File: config.mk
export PLATFORM = sky130hd
export DESIGN_NAME = ser_byte_collector
export DESIGN_NICKNAME = d
export VERILOG_FILES = /design/src/rtl/ser_pkg.sv /design/src/rtl/ser_out_hold.sv /design/src/rtl/ser_byte_collector.sv
export SDC_FILE = /design/constraint.sdc
export NUM_CORES = 1
export LEC_CHECK = 0
export CAP_MARGIN = 15
export CORE_ASPECT_RATIO = 0.7
export CORE_MARGIN = 2
export CORE_UTILIZATION = 53
export DETAILED_ROUTE_END_ITERATION = 6
export GPL_TIMING_DRIVEN = 0
export PLACE_DENSITY = 0.82
export SLEW_MARGIN = 20
export SYNTH_ARGS = -nofsm -noshare
export SYNTH_HDL_FRONTEND = slang
export SYNTH_SLANG_ARGS = --single-unit
File: constraint.sdc
create_clock -name clk -period 4.4 [get_ports clk]
set_input_delay 0.44 -clock clk [delete_from_list [all_inputs] [get_ports clk]]
set_output_delay 0.44 -clock clk [all_outputs]
set_load 0.005 [all_outputs]
File: src/rtl/ser_pkg.sv
// Shared types and sizing helpers for the serial byte collector slice.
package ser_pkg;

    typedef enum logic {
        IDLE    = 1'b0,
        COLLECT = 1'b1
    } state_e;

    localparam int unsigned DATA_W_DEF = 8;
    localparam int unsigned CNT_W_DEF  = $clog2(DATA_W_DEF + 1);

    function automatic int unsigned cnt_width(input int unsigned w);
        return $clog2(w + 1);
    endfunction

endpackage

File: src/rtl/ser_out_hold.sv
// Single-entry valid/ready holding register; flags a dropped word when a load
// arrives while the held word is neither empty nor being consumed.
module ser_out_hold
    import ser_pkg::*;
#(
    parameter int unsigned DATA_W = DATA_W_DEF
) (
    input  logic              clk,
    input  logic              rst_n,
    input  logic              load_valid,
    input  logic [DATA_W-1:0] load_data,
    input  logic              out_ready,
    output logic [DATA_W-1:0] out_data,
    output logic              out_valid,
    output logic              overrun
);

    logic [DATA_W-1:0] data_q, data_d;
    logic              valid_q, valid_d;
    logic              overrun_q, overrun_d;

    always_comb begin
        data_d    = data_q;
        valid_d   = valid_q;
        overrun_d = 1'b0;
        if (load_valid) begin
            // Load is allowed when empty or when the held word leaves on this same edge.
            if (!valid_q || out_ready) begin
                data_d  = load_data;
                valid_d = 1'b1;
            end else begin
                overrun_d = 1'b1;
            end
        end else if (valid_q && out_ready) begin
            valid_d = 1'b0;
        end
    end

    always_ff @(posedge clk or negedge rst_n) begin
        if (!rst_n) begin
            data_q    <= '0;
            valid_q   <= 1'b0;
            overrun_q <= 1'b0;
        end else begin
            data_q    <= data_d;
            valid_q   <= valid_d;
            overrun_q <= overrun_d;
        end
    end

    assign out_data  = data_q;
    assign out_valid = valid_q;
    assign overrun   = overrun_q;

endmodule

File: src/rtl/ser_byte_collector.sv
// Serial-to-parallel collector: shifts qualified bits into a DATA_W-bit word
// and hands each completed word to a one-entry valid/ready holding register.
module ser_byte_collector
    import ser_pkg::*;
#(
    parameter int unsigned DATA_W    = DATA_W_DEF,
    parameter bit          MSB_FIRST = 1'b0
) (
    input  logic                         clk,
    input  logic                         rst_n,
    input  logic                         ser_in,
    input  logic                         ser_valid,
    input  logic                         frame_start,
    output logic [DATA_W-1:0]            byte_out,
    output logic                         byte_valid,
    input  logic                         byte_ready,
    output logic [$clog2(DATA_W+1)-1:0]  bit_cnt,
    output logic                         overrun
);

    localparam int unsigned      CNT_W    = cnt_width(DATA_W);
    localparam logic [CNT_W-1:0] LAST_CNT = CNT_W'(DATA_W - 1);

    state_e            state_q, state_d;
    logic [DATA_W-1:0] shift_q, shift_d;
    logic [CNT_W-1:0]  cnt_q, cnt_d;
    logic [DATA_W-1:0] base_shift;
    logic [CNT_W-1:0]  base_cnt;
    logic              restart;
    logic              word_done;

    always_comb begin
        state_d    = state_q;
        shift_d    = shift_q;
        cnt_d      = cnt_q;
        word_done  = 1'b0;
        restart    = frame_start || (state_q == IDLE);
        base_shift = restart ? '0 : shift_q;
        base_cnt   = restart ? '0 : cnt_q;
        if (ser_valid) begin
            if (MSB_FIRST) begin
                shift_d = {base_shift[DATA_W-2:0], ser_in};
            end else begin
                shift_d = {ser_in, base_shift[DATA_W-1:1]};
            end
            // shift_d already holds the final bit, so it is the completion word.
            if (base_cnt == LAST_CNT) begin
                cnt_d     = '0;
                state_d   = IDLE;
                word_done = 1'b1;
            end else begin
                cnt_d   = base_cnt + CNT_W'(1);
                state_d = COLLECT;
            end
        end
    end

    always_ff @(posedge clk or negedge rst_n) begin
        if (!rst_n) begin
            state_q <= IDLE;
            shift_q <= '0;
            cnt_q   <= '0;
        end else begin
            state_q <= state_d;
            shift_q <= shift_d;
            cnt_q   <= cnt_d;
        end
    end

    assign bit_cnt = cnt_q;

    ser_out_hold #(
        .DATA_W (DATA_W)
    ) u_hold (
        .clk        (clk),
        .rst_n      (rst_n),
        .load_valid (word_done),
        .load_data  (shift_d),
        .out_ready  (byte_ready),
        .out_data   (byte_out),
        .out_valid  (byte_valid),
        .overrun    (overrun)
    );

endmodule

---- Yosys cells after proc, flatten, opt, wreduce, memory -nomap -nowiden ----
Cells that the tools add are included.
word-level totals
  input port bits ......................... 6
  flip-flop bits (word level) ............. 23
  word-level logic and storage cells ...... 29
  output and inout bits ................... 14
cells by class
  equality and inequality tests ........... 2
  multiplexer cells ....................... 12
  bitwise gates (word level) .............. 1
  reductions and logical operators ........ 7
  $add $sub $neg .......................... 1
operators with widths
  cell                                                 number
  two-way mux 8 bit                                    2
  two-way mux 1 bit                                    8
  two-way mux 4 bit                                    2
  adder 4 x 1 -> 4 bit, second input constant          1
  equality test 4 x 3 -> 1 bit, second input constant  1
  AND reduction 2 bit                                  2
  logical OR 1 bit                                     2
  inequality test 2 bit, second input constant         1
  nonzero test 2 bit                                   1
  logical AND 1 bit                                    1
  logical NOT 1 bit                                    1
  NOT 1 bit                                            1

---- Longest topological paths before layout ----
Gate-level depths: netlist of the first run.
  word-level depth ........................ 8
  depth in mapped cells ................... 7

---- Hierarchy ----
Synthesis of the first run repeated with hierarchy kept, for this count alone.
unflattened totals
  cells, all modules ...................... 83
  area total of the unflattened synthesis .. 1026.0 µm²
modules (own cells, without submodules)
  module              times used  area an instance (µm²)  cells each  sequential area each (µm²)
  ser_byte_collector  1           619.3                   60          325.3
  ser_out_hold        1           406.6                   23          250.2

---- Worst setup path after synthesis of the first run ----
OpenSTA, ideal clock, no wires.
  path type ............................... input-to-reg
  start point ............................. in frame_start
  end point ............................... reg u_hold.data_q[0], in the netlist u_hold.out_data[0]
  library setup time ...................... 125 ps
  data arrival time ....................... 1652 ps
  stages on the path ...................... 7
  setup slack ............................. 2622 ps
  cell sequence ........................... nor2b_4 -> and2_1 -> ha_1 -> nand2_1 -> and4b_1 -> buf_6 -> mux2_4
on the way
  cells in the longest elaborated chain, start to end .. 6
  elaborated cells on any way between the ends .. 8
  classes of those cells .................. eq/ne (1); mux (5); reduce/logical (2)
ends and longest elaborated chain
  what                                  RTL line                  text
  start: declaration                    ser_byte_collector.sv:13  input logic frame_start,
  logical OR 1 bit (*)                  ser_byte_collector.sv:37  restart = frame_start || (state_q == IDLE);
  two-way mux 4 bit                     ser_byte_collector.sv:39  base_cnt = restart ? '0 : cnt_q;
  equality test 4 x 3 -> 1 bit          ser_byte_collector.sv:47  if (base_cnt == LAST_CNT) begin
  two-way mux 1 bit                     ser_byte_collector.sv:47
  two-way mux 1 bit                     ser_byte_collector.sv:40  if (ser_valid) begin
  AND reduction 2 bit (no source line)  -
  end signal: assignment                ser_out_hold.sv:45        data_q <= data_d;
  end: declaration                      ser_out_hold.sv:18        logic [DATA_W-1:0] data_q, data_d;
Mark *: on every way between the ends. The rest lies on a longest branch, timed or not.
A chain may end at the register's enable or synchronous reset.

---- Worst setup path after layout of the first run ----
  start point ............................. in frame_start
  end point ............................... reg u_hold.data_q[7], in the netlist u_hold.out_data[7]
on the way
  cells in the longest elaborated chain, start to end .. 6
ends and longest elaborated chain
  what                                  RTL line
  logical OR 1 bit                      ser_byte_collector.sv:37
  two-way mux 4 bit                     ser_byte_collector.sv:39
  equality test 4 x 3 -> 1 bit          ser_byte_collector.sv:47
  two-way mux 1 bit                     ser_byte_collector.sv:47
  two-way mux 1 bit                     ser_byte_collector.sv:40
  AND reduction 2 bit (no source line)  -
No other way between the ends.

==> results, run 1 <==
- The peak supply drop is 270.4 uV.
- Together, buffers and inverters on the worst path number 2.
- The number of different library cells in the post-synthesis netlist is 21.
- Once placement completed, the tool counted placed cells totaling 121.
- TritonCTS built the clock tree.
- The library cells used most frequently in the layout, excluding fill and tap cells, are dfrtp_1 (23), clkdlybuf4s50_1 (18), nand2_1 (10).
- The design draws 383.3 uW.
- For the finished layout, the period the worst path requires is 2080 ps.
- The placeable core region is 1805 um2.
- 0 antenna diodes ended up in the layout.
- The die covers 2245 um2.
- In this run the register-to-register setup slack is 2510 ps.
- The area share of the largest cell type after synthesis is 57.86%.
- The number of buffer cells added on primary ports is 19.
- The placer's final routability congestion estimate is 0.7625.
- In this design, the stage delay of the slowest critical-path cell is 460 ps.
- The signed area change from the synthesized netlist to the final layout is 24.02%.
- The synthesized design contains 23 register bits.
- In the routed layout, each cell is associated on average with a via count of 5.080.
- At the placement stage, the worst setup path has a slack of 1981 ps.
- In this design, the largest share of critical-path delay is due to simple AND/OR/NAND/NOR gates.
- Setup repair after global routing left no endpoint under its margin.
- The clock passes through at most 2 buffers.
- Counting every instance in the synthesized netlist gives 80.
- The relative max-transition margin is 66.42%.
- The number of nets in the final layout is 111.
- Power spread over the standard cell area amounts to 310.7 nW/um2.
- The cell accounting for the most synthesized area is dfrtp_1.
- The endpoint arrival time on the critical path is 2280 ps.
- The floorplan has 13 rows.
- The number of nets still failing antenna checks after routing is 0.
- The worst setup slack after layout is 2320 ps.
- In the final routed layout, each cell accounts on average for 12.89 um.
- The number of primary I/O pins is 20.
- The worst path uses 47.28% of the clock period.
- The logic depth of the worst setup path including buffers is 8.
- The class of the most critical hold timing path is in2async.
- The final worst clock skew is 3.798 ps.
- The reported leakage power is 0.0005650 uW.
- The part of the Yosys area used for sequential elements is 57.86%.
- The final-report max-slew violation count is 0.
- The most common cell after layout, fill and taps aside is dfrtp_1.
- The sum of net half-perimeters after detailed placement is 1.178 mm.
- In this run, the number of DRC markers left after iteration 0 of detailed routing was 4.
- At the worst endpoint, the required time is 4600 ps.
- The number of buffers inserted for hold repair after clock tree synthesis is 0.
- The global router's overall resource usage is 17.26%.
- Counting the fill cells in the layout gives 139.
- After clock tree synthesis, the clock-pin slew on the worst setup and hold paths is 120 ps.
- The number of buffers added for setup after CTS is 0.
- The endpoint identified for the worst register-to-register timing path is u_hold.out_data[7].
- The routed design has 1.611 mm of wire.
- The number of cells on the worst reg-to-reg path is 7.
- The initial antenna violation count is 0.
- The number of non-filler instances in the completed layout is 125.
- The run finished with clean final reports.
- The number of nets handed over by synthesis was 87.
- The worst setup path is launched from an input port.
- Ranked by total cell area, the synthesized netlist is headed by dfrtp_1 (58%), mux2_4 (12%), o22ai_1 (4.4%), nand2_1 (3.8%), nor2b_4 (2.8%).
- In this run the clock root is driven by a clkbuf_4.
- The CTS buffer count is 3.
- Measured along the y axis, the die boundary spans 40.25 um.
- The worst-margin pin slew is 503.7 ps.
- The global-route wire length before repair is 2.808 mm.
- The chip width is 55.78 um.
- The tool flagged a number of max-cap violations equal to 0.
- For this configuration, the core starts out at a cell density of 55.09%.
- Entering global routing, the biggest net connects 24 pins.
- The insertion delay of the later-clocked pin in the worst-skew pair is 300 ps.
- The via count of the first global-routing pass is 606.
- In this run the number of H-tree levels came out at 1.
- The detailed-route via count is 635.
- The warning count from the yosys run is 0.
- The multi-input combinational cells in the finished layout cover a total of 366.6 um2.
- The average instance in the mapped netlist occupies 12.43 um2.
- The share of post-route cells with drive strength above 1 is 18.45%.
- Derived from the worst setup path, the maximum achievable clock frequency is 480.7 MHz.
- The number of hold violations in the final report is 0.
- Registers take 575.6 um2.
- The count of endpoints failing setup in the final report is 0.
- STA classifies the critical path endpoint as a flip-flop.
- The largest individual stage delay along the critical path comes from the cell clkdlybuf4s50_1.
- The signal on the critical path passes through clkdlybuf4s50_1, nor2b_4, and2_1, ha_1, nand2_1, and4b_1, buf_6, mux2_4.
- Post-CTS repair changed the size of 0 cells.
- The total clock sinks is 23.
- The worst setup path is of the in2reg kind.
- Setup total negative slack on the finished layout was measured at 0 ps.
- The maximum fanout count along the critical path is 8.
- The total overflow left after global routing is 0.
- The pre-antenna-repair detailed-routing pass consisted of 2 iterations.
- The DRC violation count after routing is 0.
- The mapped netlist covers 994.7 um2.
- The worst register-to-register path begins at state_q.
metrics by stage:
step	util [%]	cell area (um2)	hold WS, ps
2_1_floorplan	-	994.7	144.4
3_3_place_gp	67.15	1212	483.6
3_5_place_dp	67.15	1212	493.2
4_1_cts	68.61	1239	524.5
5_1_grt	68.33	1234	91.76
6_report	68.33	1234	81.22
state kept, by name, summed over array words and instances (netlist names):
name and flops:
bit_cnt 4, shift_q 8, state_q 1, u_hold.out_data 8, u_hold.out_valid 1, u_hold.overrun 1
Yosys cell counts (all sizes together):
cell type,count
and4b,1
nor2,3
nand2b,2
mux2,10
o21a,1
and2,2
a21oi,1
o21ai,2
and3,1
nand2,10
inv,7
ha,1
nand4,1
o22ai,7
nor2b,2
dfrtp,23
a32o,2
buf,4
metal layers:
| layer | global-route usage [%] | vias up | routed length [um] |
|---|---|---|---|
| li1 | - | 321 | - |
| met1 | 22.76 | 295 | 845 |
| met2 | 26.49 | 15 | 656 |
| met3 | 7.419 | 4 | 88 |
| met4 | 4.878 | 0 | 21 |
| met5 | 0 | - | 0 |
report_power, final:
| group | internal, uW | switching, uW |
|---|---|---|
| logic | 33.2 | 23.4 |
| clock network | 35.4 | 58.8 |
| registers | 223 | 9.31 |
cell type report:
class	count	area share, %
sequential	23	46.65
multi-input combinational	46	29.72
timing repair buffer	19	15.01
tap	22	2.231
clock buffer	4	2.130
buffer	4	2.130
inverter	7	2.130
logic make-up (layout without fill, tap and decap cells):
group	count (synthesis)	in the layout	share of synthesized area (%)
DFF	23	23	57.86
AOI/OAI and AO/OA	13	13	8.805
and+or+nand+nor	22	22	12.45
adders and majority gates	1	1	1.258
muxes	10	10	14.34
buffers and inverters	11	34	5.283
worst max path at each step:
stage	startpoint	endpoint	slack, ps
floorplan	frame_start	u_hold.out_data[0]	2620
global route	frame_start	u_hold.out_data[4]	2230
detailed placement	frame_start	u_hold.out_data[3]	1980
CTS	frame_start	u_hold.out_data[5]	2330
global placement	frame_start	u_hold.out_data[6]	2040
finish	frame_start	u_hold.out_data[7]	2320
Note: power is estimated with default switching activity, not from simulation.
==> run 2, diff against run 1 <==
CORE_UTILIZATION = 49   (was 53)
PLACE_DENSITY = 0.77   (was 0.82)
clock period = 2.1 ns   (was 4.4 ns; I/O delays follow)
==> run 2 against run 1 <==
  * Sequential cell count unchanged
  * Sequential share of layout area down 0.38 points
  * Die area up 7.4%
  * Clock skew down 0.94 ps
  * Power up 110%
  * Final cell count up 0.80%
  * Global-route usage down 1.5 points
  * Utilization down 2.4 points
  * Critical path depth down 1
  * Clock power up 110%
  * First-iteration DRC count down 75%
==> results, run 2 (synthesized netlist as in run 1, its figures left out) <==
- The CTS tree is yes (unchanged).
- The maximum number of pins on one net before global-route repair is 24 (unchanged).
- The ratio of total power to cell area is 649.4 nW/um2 (was 310.7 nW/um2).
- The worst hold margin is 378.3 ps (was 81.22 ps).
- The number of hold violations in the final report is 0 (unchanged).
- The starting utilization of the core area is 52.72% (was 55.09%).
- The final critical path takes up 90.70% of the cycle.
- The cell area after layout came to 1244 um2 (was 1234 um2).
- The placer's final routability congestion estimate is 0.7554 (was 0.7625).
- The number of nets still failing antenna checks after routing is 0 (unchanged).
- The reported leakage power is 0.0005692 uW (was 0.0005650 uW).
- The global-route wire length before repair is 2.815 mm (was 2.808 mm).
- Outcome: finished, final reports clean (unchanged).
- The top routing layer in use is met3 (was met4).
- The clock share of power is 24.8% (was 24.6%).
- The nature of the critical path endpoint is a flip-flop (unchanged).
- The final-report max-slew violation count is 0 (unchanged).
- The cell area reported after detailed placement is 1212 um2 (unchanged).
- The routed length on met3 is 92 um (was 88 um).
- The CTS buffer count came to 3 (unchanged).
- The most common cell after layout, fill and taps aside is dfrtp_1 (unchanged).
- The reported net switching power is 195.0 uW (was 91.48 uW).
- The initial antenna violation count was 0 (unchanged).
- The number of buffer cells added on primary ports was 19 (unchanged).
- The met1 wire length is 916 um (was 845 um).
- The overall die height came to 41.70 um (was 40.25 um).
- The chip width is 57.85 um (was 55.78 um).
- The total clock sinks is 23 (unchanged).
- The CTS H-tree depth was 1 (unchanged).
- The aggregate negative setup slack is 0 ps (unchanged).
- The internal reg-to-reg setup slack is 200 ps (was 2510 ps).
- The final worst clock skew is 2.858 ps (was 3.798 ps).
- Based on the critical path, the design can be clocked at up to 525.0 MHz.
- The floorplan die area came to 2412 um2 (was 2245 um2).
- The post-detailed-route via-to-cell ratio is 5.103 (was 5.080).
- Most frequent cells in the layout: dfrtp_1 (23), clkdlybuf4s50_1 (18), nand2_1 (10) (unchanged).
- The source of the critical timing path is state_q (was frame_start).
- The number of primary I/O pins is 20 (unchanged).
- The placeable core region came to 1887 um2 (was 1805 um2).
- The number of max-cap violations is 0 (unchanged).
- The clock transition at the registers of the reported paths is 120 ps (about the same).
- The detailed-route via count is 643 (was 635).
- The number of nets in the final layout is 112 (was 111).
- The global router's overall resource usage is 15.79% (was 17.26%).
- The depth of the most critical reg-to-reg path was 7 (unchanged).
- The required time of the worst setup path is 2300 ps (was 4600 ps).
- The share of post-route cells with drive strength above 1 is 18.27% (was 18.45%).
- The routed wire length on met2 is 686 um (was 656 um).
- The count of endpoints failing setup in the final report was 0 (unchanged).
- The signed area change from the synthesized netlist to the final layout is 25.03% (was 24.02%).
- The number of antenna repair diodes is 0 (unchanged).
- The maximum buffer depth of the clock tree is 2 (unchanged).
- The total number of placement rows is 13 (unchanged).
- The kind of launch point of the worst setup path is a flip-flop (was input port).
- The detailed-routing iteration count for the pre-antenna-repair pass was 4 (was 2).
- The endpoint arrival time on the critical path is 2110 ps (was 2280 ps).
- The mean routed wirelength per cell is 13.45 um (was 12.89 um).
- The class of the most critical hold timing path is in2async (unchanged).
- The peak supply drop is 566.5 uV (was 270.4 uV).
- The clock root buffer is clkbuf_4 (unchanged).
- The sequential power share is 60.3% (was 60.7%).
- The via count of the first global-routing pass is 588 (was 606).
- The remaining global-route overflow was 0 (unchanged).
- The relative max-transition margin is 67.80% (was 66.42%).
- The maximum fanout count along the critical path is 8 (unchanged).
- The combinational cell fraction of total power is 14.9% (was 14.8%).
- The switching share of power is 24.15% (was 23.87%).
- The worst-margin pin slew is 483.0 ps (was 503.7 ps).
- The endpoint of the worst register-to-register path is u_hold.out_data[2] (was u_hold.out_data[7]).
- The kind of critical path is reg2reg (was in2reg).
- The number of DRC violations after detailed-routing iteration 0 came to 1 (was 4).
- The worst setup path endpoint is u_hold.out_data[2] (was u_hold.out_data[7]).
- The DRC violation count after routing is 0 (unchanged).
- The minimum clock period after layout is 1905 ps.
- The sum of net half-perimeters after detailed placement came to 1.221 mm (was 1.178 mm).
- Unrepaired setup endpoints after global routing: no (unchanged).
- The internal cell power is 612.6 uW (was 291.8 uW).
- The detailed-route wire length is 1.695 mm (was 1.611 mm).
- The insertion delay of the later-clocked pin in the worst-skew pair came to 300 ps (about the same).
- The start of the worst register-to-register path is state_q (unchanged).
[run 2: cell count changes in the layout (fill, tap and decap cells not counted), sizes merged]
| cell | delta |
|---|---|
| dlygate4sd3 | +1 |
[run 2: worst min path at each step]
stage          slack, ps            endpoint
4_1_cts              460          bit_cnt[2]
3_3_place_gp         490             state_q
3_5_place_dp         500  u_hold.out_data[3]
2_1_floorplan        -90          bit_cnt[0]
6_report             380          bit_cnt[0]
5_1_grt              430          bit_cnt[2]
[run 2: power groups by stage]
stage          clock (uW)  sequential [uW]  combinational (uW)
5_1_grt               231              492                 134
6_report              200              487                 121
3_5_place_dp            0              496                 121
4_1_cts               206              487                 122
2_1_floorplan           0              495                55.0
3_3_place_gp            0              495                 119
[run 2: per-layer routing]
metal,global-route usage [%],vias up
met5,0,-
met4,4.651,0
met3,7.165,0
met2,18.86,18
met1,24.95,302
li1,-,323
[run 2: area by class of cell]
class / count / area [um2]
buffer: 4 / 26.28
clock buffer: 4 / 26.28
fill: 142 / 643.1
inverter: 7 / 26.28
multi-input combinational: 46 / 366.6
sequential: 23 / 575.6
tap: 22 / 27.53
timing repair buffer: 20 / 195.2
[run 2: metrics by stage]
stage | worst slack, ps | std cells | util (%) | power [uW]
final | 195.3 | 126 | 65.92 | 807.6
after global routing | 55.55 | 126 | 65.92 | 856.5
after CTS | 186.5 | 125 | 65.65 | 815.1
after detailed placement | -60.99 | 121 | 64.26 | 616.9
after global placement | -40.14 | 121 | 64.26 | 613.7
after floorplan | 373.7 | 80 | - | 549.7
[run 2: repair_timing]
action,CTS,global route
setup buffers,0,0
resized for setup,0,0
hold buffers,0,1
endpoints found under the hold margin,0,23
[run 2: worst max-delay path, stage by stage (launching register included)]
cell	delay, ps
dfrtp_1	400
nor2b_4	200
and2_1	170
ha_1	240
nand2_1	70
and4b_1	250
buf_6	160
mux2_4	310
